`config.mk`:
```
export PLATFORM = sky130hd
export DESIGN_NAME = div_error_accumulator
export DESIGN_NICKNAME = d
export VERILOG_FILES = /design/src/rtl/div_err_pkg.sv /design/src/rtl/div_abs_err.sv /design/src/rtl/div_error_accumulator.sv
export SDC_FILE = /design/constraint.sdc
export NUM_CORES = 1
export LEC_CHECK = 0
export BUFFER_PORTS_ARGS = -buffer_cell sky130_fd_sc_hd__buf_4
export CORE_MARGIN = 2
export CORE_UTILIZATION = 29
export DETAILED_ROUTE_END_ITERATION = 6
export GPL_TIMING_DRIVEN = 0
export PLACE_DENSITY = 0.5
export SLEW_MARGIN = 10
export SYNTH_ARGS = -nofsm -noshare
export SYNTH_HDL_FRONTEND = slang
export SYNTH_HIERARCHICAL = 1
export SYNTH_SLANG_ARGS = --single-unit
export TNS_END_PERCENT = 50
```
`constraint.sdc`:
```
create_clock -name clk -period 5.4 [get_ports clk]
set_input_delay 0 -clock clk [delete_from_list [all_inputs] [get_ports clk]]
set_output_delay 0 -clock clk [all_outputs]
set_load 0.05 [all_outputs]
```
`src/rtl/div_err_pkg.sv`:
```
// rtl/div_err_pkg.sv - shared types, default widths and saturating add for the divider error accumulator
package div_err_pkg;

  typedef enum logic [1:0] {
    ST_IDLE,
    ST_RUN,
    ST_DRAIN,
    ST_DONE
  } state_e;

  localparam int unsigned DEF_CNT_W = 25;
  localparam int unsigned DEF_SUM_W = 32;

  // Add an 8-bit increment to an accumulator of 'width' bits, clamping at all-ones (width < 64)
  function automatic logic [63:0] sat_add(input logic [63:0] acc, input logic [7:0] inc,
                                          input int unsigned width);
    logic [63:0] lim;
    logic [63:0] sum;
    lim = (64'd1 << width) - 64'd1;
    sum = acc + {56'd0, inc};
    return (sum > lim) ? lim : sum;
  endfunction

endpackage

```
`src/rtl/div_abs_err.sv`:
```
// rtl/div_abs_err.sv - combinational |q_apx-q_ex| and quotient/remainder mismatch flag
module div_abs_err (
  input  logic [7:0] q_apx_i,
  input  logic [7:0] q_ex_i,
  input  logic [7:0] r_apx_i,
  input  logic [7:0] r_ex_i,
  output logic [7:0] ae_o,
  output logic       mism_o
);

  logic [8:0] diff;
  logic [8:0] neg;

  // 9-bit signed difference; its magnitude always fits in 8 bits
  always_comb begin
    diff   = {1'b0, q_apx_i} - {1'b0, q_ex_i};
    neg    = 9'd0 - diff;
    ae_o   = diff[8] ? neg[7:0] : diff[7:0];
    mism_o = (q_apx_i != q_ex_i) || (r_apx_i != r_ex_i);
  end

endmodule

```
`src/rtl/div_error_accumulator.sv`:
```
// rtl/div_error_accumulator.sv - measures approximate-divider error over a programmed sample count
module div_error_accumulator
  import div_err_pkg::*;
#(
  parameter int unsigned CNT_W = DEF_CNT_W,
  parameter int unsigned SUM_W = DEF_SUM_W
) (
  input  logic             clk,
  input  logic             rst_n,
  input  logic             start,
  input  logic [CNT_W-1:0] target,
  input  logic             in_valid,
  output logic             in_ready,
  input  logic [7:0]       d,
  input  logic [7:0]       q_apx,
  input  logic [7:0]       r_apx,
  input  logic [7:0]       q_ex,
  input  logic [7:0]       r_ex,
  output logic             busy,
  output logic             done,
  output logic [CNT_W-1:0] n_samples,
  output logic [CNT_W-1:0] n_mismatch,
  output logic [CNT_W-1:0] n_div0,
  output logic [SUM_W-1:0] err_sum,
  output logic [7:0]       err_max
);

  state_e           state_q;
  logic             in_ready_q, busy_q, done_q;
  logic [CNT_W-1:0] target_q, acc_cnt_q, acc_cnt_inc;

  logic             s1_valid_q, s1_div0_q, s1_mism_q;
  logic [7:0]       s1_ae_q;

  logic [CNT_W-1:0] n_samples_q, n_samples_d;
  logic [CNT_W-1:0] n_mismatch_q, n_mismatch_d;
  logic [CNT_W-1:0] n_div0_q, n_div0_d;
  logic [SUM_W-1:0] err_sum_q, err_sum_d;
  logic [7:0]       err_max_q, err_max_d;

  logic             accept, start_clr, mism_c;
  logic [7:0]       ae_c;

  assign accept      = in_valid & in_ready_q;
  assign start_clr   = start & ((state_q == ST_IDLE) | (state_q == ST_DONE));
  assign acc_cnt_inc = acc_cnt_q + 1'b1;

  div_abs_err u_abs_err (
    .q_apx_i (q_apx),
    .q_ex_i  (q_ex),
    .r_apx_i (r_apx),
    .r_ex_i  (r_ex),
    .ae_o    (ae_c),
    .mism_o  (mism_c)
  );

  // Run control: start latches target, final accept drains, drain completes when stage 1 is empty
  always_ff @(posedge clk or negedge rst_n) begin
    if (!rst_n) begin
      state_q    <= ST_IDLE;
      in_ready_q <= 1'b0;
      busy_q     <= 1'b0;
      done_q     <= 1'b0;
      target_q   <= '0;
      acc_cnt_q  <= '0;
    end else begin
      case (state_q)
        ST_IDLE, ST_DONE: begin
          if (start) begin
            target_q  <= target;
            acc_cnt_q <= '0;
            busy_q    <= 1'b1;
            done_q    <= 1'b0;
            if (target == '0) begin
              state_q    <= ST_DRAIN;
              in_ready_q <= 1'b0;
            end else begin
              state_q    <= ST_RUN;
              in_ready_q <= 1'b1;
            end
          end
        end
        ST_RUN: begin
          if (accept) begin
            acc_cnt_q <= acc_cnt_inc;
            if (acc_cnt_inc == target_q) begin
              state_q    <= ST_DRAIN;
              in_ready_q <= 1'b0;
            end
          end
        end
        ST_DRAIN: begin
          if (!s1_valid_q) begin
            state_q <= ST_DONE;
            busy_q  <= 1'b0;
            done_q  <= 1'b1;
          end
        end
        default: begin
          state_q    <= ST_IDLE;
          in_ready_q <= 1'b0;
          busy_q     <= 1'b0;
          done_q     <= 1'b0;
        end
      endcase
    end
  end

  // Stage 1: capture per-sample classification and absolute error on each accept
  always_ff @(posedge clk or negedge rst_n) begin
    if (!rst_n) begin
      s1_valid_q <= 1'b0;
      s1_div0_q  <= 1'b0;
      s1_mism_q  <= 1'b0;
      s1_ae_q    <= '0;
    end else if (start_clr) begin
      s1_valid_q <= 1'b0;
    end else begin
      s1_valid_q <= accept;
      if (accept) begin
        s1_div0_q <= (d == 8'd0);
        s1_mism_q <= mism_c;
        s1_ae_q   <= ae_c;
      end
    end
  end

  // Stage 2 next state: divide-by-zero samples only bump their own counter
  always_comb begin
    n_samples_d  = n_samples_q;
    n_mismatch_d = n_mismatch_q;
    n_div0_d     = n_div0_q;
    err_sum_d    = err_sum_q;
    err_max_d    = err_max_q;
    if (start_clr) begin
      n_samples_d  = '0;
      n_mismatch_d = '0;
      n_div0_d     = '0;
      err_sum_d    = '0;
      err_max_d    = '0;
    end else if (s1_valid_q) begin
      n_samples_d = n_samples_q + 1'b1;
      if (s1_div0_q) begin
        n_div0_d = n_div0_q + 1'b1;
      end else begin
        n_mismatch_d = n_mismatch_q + CNT_W'(s1_mism_q);
        err_max_d    = (s1_ae_q > err_max_q) ? s1_ae_q : err_max_q;
        err_sum_d    = SUM_W'(sat_add(64'(err_sum_q), s1_ae_q, SUM_W));
      end
    end
  end

  // Stage 2 registers: accumulated results
  always_ff @(posedge clk or negedge rst_n) begin
    if (!rst_n) begin
      n_samples_q  <= '0;
      n_mismatch_q <= '0;
      n_div0_q     <= '0;
      err_sum_q    <= '0;
      err_max_q    <= '0;
    end else begin
      n_samples_q  <= n_samples_d;
      n_mismatch_q <= n_mismatch_d;
      n_div0_q     <= n_div0_d;
      err_sum_q    <= err_sum_d;
      err_max_q    <= err_max_d;
    end
  end

  assign in_ready   = in_ready_q;
  assign busy       = busy_q;
  assign done       = done_q;
  assign n_samples  = n_samples_q;
  assign n_mismatch = n_mismatch_q;
  assign n_div0     = n_div0_q;
  assign err_sum    = err_sum_q;
  assign err_max    = err_max_q;

endmodule

```
==> out/results.md <==
- 13400 sq um — Non-Filler Cell Area, Final
- 0 — max-cap violation count
- 0.294 — initial cell density of the core
- 0.175 — total routing usage reported by global routing
- 6.04 nW — leak pwr
- 4.17 ns — data arrival at the endpoint of the critical path
- 0.425 — power share of the combinational group
- 65 — number of distinct library cell variants in the gate-level netlist after synthesis
- 260 MHz — maximum achievable frequency
- 9 — maximum net fanout on the critical path
- 1274 — Syn Nets
- 12400 sq um — standard cell area after detailed placement
- 0.434 — sequential element share of the synthesized area
- 0.0404 — met3 Resource Use GR
- sky130_fd_sc_hd__dfrtp_1 — leading area contributor after synthesis
- 0.439 — Relative slew margins
- 4 — H-Tree Level Count
- 1.00 — asr flop ratio synth
- 0 — endpoints failing hold
- 0 ns — accumulated negative setup slack
- built — TritonCTS clock tree
- 28.0% — Layout Area Growth over Synthesis
- 5.72 ns — CP Data Required Time
- 0.835 ns — Worst-Margin Slew
- 0.000337 V — worst IR drop on VDD
- 596 — iteration-0 DRC count of the detailed router
- 0 — drt drc
- reg -> reg — type of the worst setup path
- 0.00305 W — Internal Dissipation
- 9362 — via count of the first global-routing pass
- 32500 um — total detailed-routing wirelength
- 0 — overflow left after global routing
- 0.45 ns — clock insertion delay at the later pin of the skew report
- 94 — largest net degree at the start of global routing
- 0.00236 W — switching pwr
- 0 — number of diodes
- met2 — most heavily used metal layer in global routing
- 1171 — Post-Syn Instances
- 23600 um — detailed placement HPWL
- 0.434 — top cell type's share of synthesized area
- 9395 — total number of vias
- 6 — synthesis warning total
- 37500 sq um — area of the die
- flip-flop — CP endpoint kind
- 0.175 — proportion of layout cells with a drive suffix above 1
- 0.436 — switching share of power
- 0 — remaining antenna violation count
- in -> reg — worst min path class
- 17.3 um — per-cell routed wire length
- 4.99 — number of vias per cell
- 0 — number of setup violations in the final report
- 1 — number of antenna violations at the first check in global routing
- 181 — clock net sink count
- 0.334 — relative contribution of sequential cells to total power
- 0.712 — final clock period utilization by the worst path
- 0.0170 ns — final worst clock skew
- sky130_fd_sc_hd__dfrtp_1 — most common flop cell mapped by yosys
- q_ex[0] — Hold Crit Start
- sky130_fd_sc_hd__clkbuf_16 — cell at the root of the clock tree
- 194 um — die width
- 3611 — number of fill cells in the layout
- 181 — flip-flop and latch count after synthesis
- 0.0540 ns — Post-Route Hold Slack
- 0.236 — met1 capacity usage during global routing
- 8.91 sq um — average size of a mapped cell
- 3.85 ns — Min Clock Period, post-route
- acc_cnt_q[0] — origin of the critical flop-to-flop path
- false — setup repair after global routing missed its margin
- 0.241 — power share of the clock group
- 186 — quantity of I/O buffers inserted on ports
- 17 — cts bufs inserted
- sky130_fd_sc_hd__dfrtp_1 (43%), sky130_fd_sc_hd__nand2_1 (5.8%), sky130_fd_sc_hd__xor2_1 (5.4%) — synth top area cells
- 10400 sq um — Syn Std Cell Area
- 0.08 ns — clock-pin slew on the worst setup and hold paths
- flip-flop — Startpoint Class
- 69 — number of standard-cell rows in the floorplan
- 2 — largest buffer count on any clock path
- 0.855 — GPL Wtd Cong
- 1510 — # nets final
- 0.280 — met2 Track Usage GR
- finished clean — run status
- 0 — number of flops mapped to enable cells by yosys
- 35500 sq um — area of the core region
- 5 — Initial DRT Pass Iterations
- 187 — Top-Level Pins
- 0 — number of pins exceeding their max-slew limit in the final report
- 1.55 ns — reg-to-reg setup timing slack
- 52500 um — first-pass GRT wire length
- 405 nW/um^2 — total power density per cell area
- acc_cnt_q[0] — Critical path origin
- 194 um — DIE HEIGHT
## critical path, stage by stage, from the launching register on
cell and delay, ns:
sky130_fd_sc_hd__dfrtp_1 0.49, sky130_fd_sc_hd__ha_1 0.32, sky130_fd_sc_hd__nand4_1 0.43, sky130_fd_sc_hd__nor4_2 0.83, sky130_fd_sc_hd__and4_1 0.32, sky130_fd_sc_hd__o22ai_1 0.07
sky130_fd_sc_hd__nor4_1 0.50, sky130_fd_sc_hd__o2111ai_1 0.34, sky130_fd_sc_hd__nor3_1 0.34, sky130_fd_sc_hd__o31ai_1 0.09
## metrics by stage
| step | total power, W | instances | setup WS [ns] | util |
|---|---|---|---|---|
| after floorplan | 0.00334 | 1171 | 2.59 | - |
| after global placement | 0.00410 | 1818 | 1.58 | 0.350 |
| after detailed placement | 0.00412 | 1819 | 1.52 | 0.351 |
| after CTS | 0.00549 | 1881 | 1.50 | 0.377 |
| after global routing | 0.00583 | 1881 | 1.16 | 0.377 |
| final | 0.00541 | 1881 | 1.55 | 0.377 |
## sequential cells by signal (all words and copies together) (netlist names)
name        cells
acc_cnt_q      25
busy            1
done            1
err_max         8
err_sum        32
in_ready        1
n_div0         25
n_mismatch     25
n_samples      25
s1_ae_q         8
s1_div0_q       1
s1_mism_q       1
s1_valid_q      1
state_q         2
target_q       25
## power by group through the flow
stage / logic (W) / clock network, W / registers, W
floorplan: 0.00135 / 0 / 0.00199
global placement: 0.00227 / 0 / 0.00183
detailed placement: 0.00230 / 0 / 0.00182
CTS: 0.00233 / 0.00135 / 0.00181
global route: 0.00258 / 0.00141 / 0.00184
finish: 0.00230 / 0.00131 / 0.00181
## final cells by class
cell class / instances / area (sq um) / area share
Inverter: 40 / 150 / 0.0112
Clock buffer: 17 / 425 / 0.0318
Sequential cell: 181 / 4530 / 0.339
Buffer: 51 / 201 / 0.0151
Clock inverter: 15 / 191 / 0.0143
Timing Repair Buffer: 217 / 1730 / 0.130
Multi-Input combinational cell: 899 / 5560 / 0.416
Tap cell: 461 / 577 / 0.0432
## synthesized netlist by cell type (4+ instances only)
| library cell | instances |
|---|---|
| sky130_fd_sc_hd__a21oi_1 | 38 |
| sky130_fd_sc_hd__o211a_1 | 5 |
| sky130_fd_sc_hd__nand2b_1 | 12 |
| sky130_fd_sc_hd__o21a_1 | 8 |
| sky130_fd_sc_hd__nor3b_1 | 5 |
| sky130_fd_sc_hd__ha_1 | 32 |
| sky130_fd_sc_hd__and2_1 | 12 |
| sky130_fd_sc_hd__o31ai_1 | 16 |
| sky130_fd_sc_hd__and4_1 | 12 |
| sky130_fd_sc_hd__o41ai_1 | 4 |
| sky130_fd_sc_hd__a21o_1 | 10 |
| sky130_fd_sc_hd__a211oi_1 | 5 |
| sky130_fd_sc_hd__dfrtp_1 | 181 |
| sky130_fd_sc_hd__xnor2_1 | 53 |
| sky130_fd_sc_hd__nor2b_1 | 14 |
| sky130_fd_sc_hd__or4_1 | 5 |
| sky130_fd_sc_hd__buf_2 | 7 |
| sky130_fd_sc_hd__buf_1 | 5 |
| sky130_fd_sc_hd__mux2i_1 | 9 |
| sky130_fd_sc_hd__nand3_1 | 47 |
| sky130_fd_sc_hd__nor2_1 | 121 |
| sky130_fd_sc_hd__nand2_1 | 161 |
| sky130_fd_sc_hd__and3_1 | 17 |
| sky130_fd_sc_hd__xor2_1 | 64 |
| sky130_fd_sc_hd__inv_1 | 39 |
| sky130_fd_sc_hd__a31o_2 | 4 |
| sky130_fd_sc_hd__clkbuf_1 | 38 |
| sky130_fd_sc_hd__or3_1 | 20 |
| sky130_fd_sc_hd__nand4_1 | 41 |
| sky130_fd_sc_hd__a31oi_1 | 22 |
| sky130_fd_sc_hd__nor3_1 | 32 |
| sky130_fd_sc_hd__a311oi_1 | 7 |
| sky130_fd_sc_hd__o21ai_0 | 59 |
| sky130_fd_sc_hd__nor4_1 | 15 |
| sky130_fd_sc_hd__mux2_2 | 8 |
| sky130_fd_sc_hd__o2111ai_1 | 5 |
## layer usage
metal	share of wire	wire length [um]
met1	0.46	15000
met2	0.47	15200
met3	0.053	1740
met4	0.020	643
met5	0.00040	13
## layout by cell type (no fill, tap or decap), drive strengths merged, types with 7 or more instances in the layout
cell type    count
a21o            10
a21oi           38
a311oi           7
a31oi           22
and2            14
and3            17
and4            12
buf            199
clkbuf          56
clkinv           9
dfrtp          181
dlygate4sd3     30
ha              32
inv             44
mux2             8
mux2i            9
nand2          161
nand2b          12
nand3           49
nand4           42
nor2           121
nor2b           14
nor3            32
nor4            17
o21a             8
o21ai           60
o31ai           16
or3             20
xnor2           53
xor2            64
## timing repair
item / CTS / global route
setup buffers: 0 / 0
gates resized for setup: 0 / 0
endpoints found under the hold margin: 116 / 0
hold buffers: 30 / 0
## final timing paths
path / to / cells past startpoint
max in group asynchronous: n_mismatch[18] / 3
min in group asynchronous: target_q[0] / 2
worst max-delay path: state_q[0] / 9
worst min-delay path: s1_ae_q[0] / 5
worst min register to register: target_q[1] / 2
worst max register to register: state_q[0] / 9
## cells by family (layout without fill, tap and decap cells)
group | Yosys count | after routing | share of synthesized area
xor gates and xnor gates | 117 | 117 | 0.0982
AOI/OAI and AO/OA | 202 | 202 | 0.126
muxes | 17 | 17 | 0.0173
and+or+nand+nor | 529 | 529 | 0.249
buffers and inverters | 91 | 340 | 0.0337
DFF | 181 | 181 | 0.434
adders and majority gates | 34 | 34 | 0.0422
Note: power is estimated with default switching activity, not from simulation.
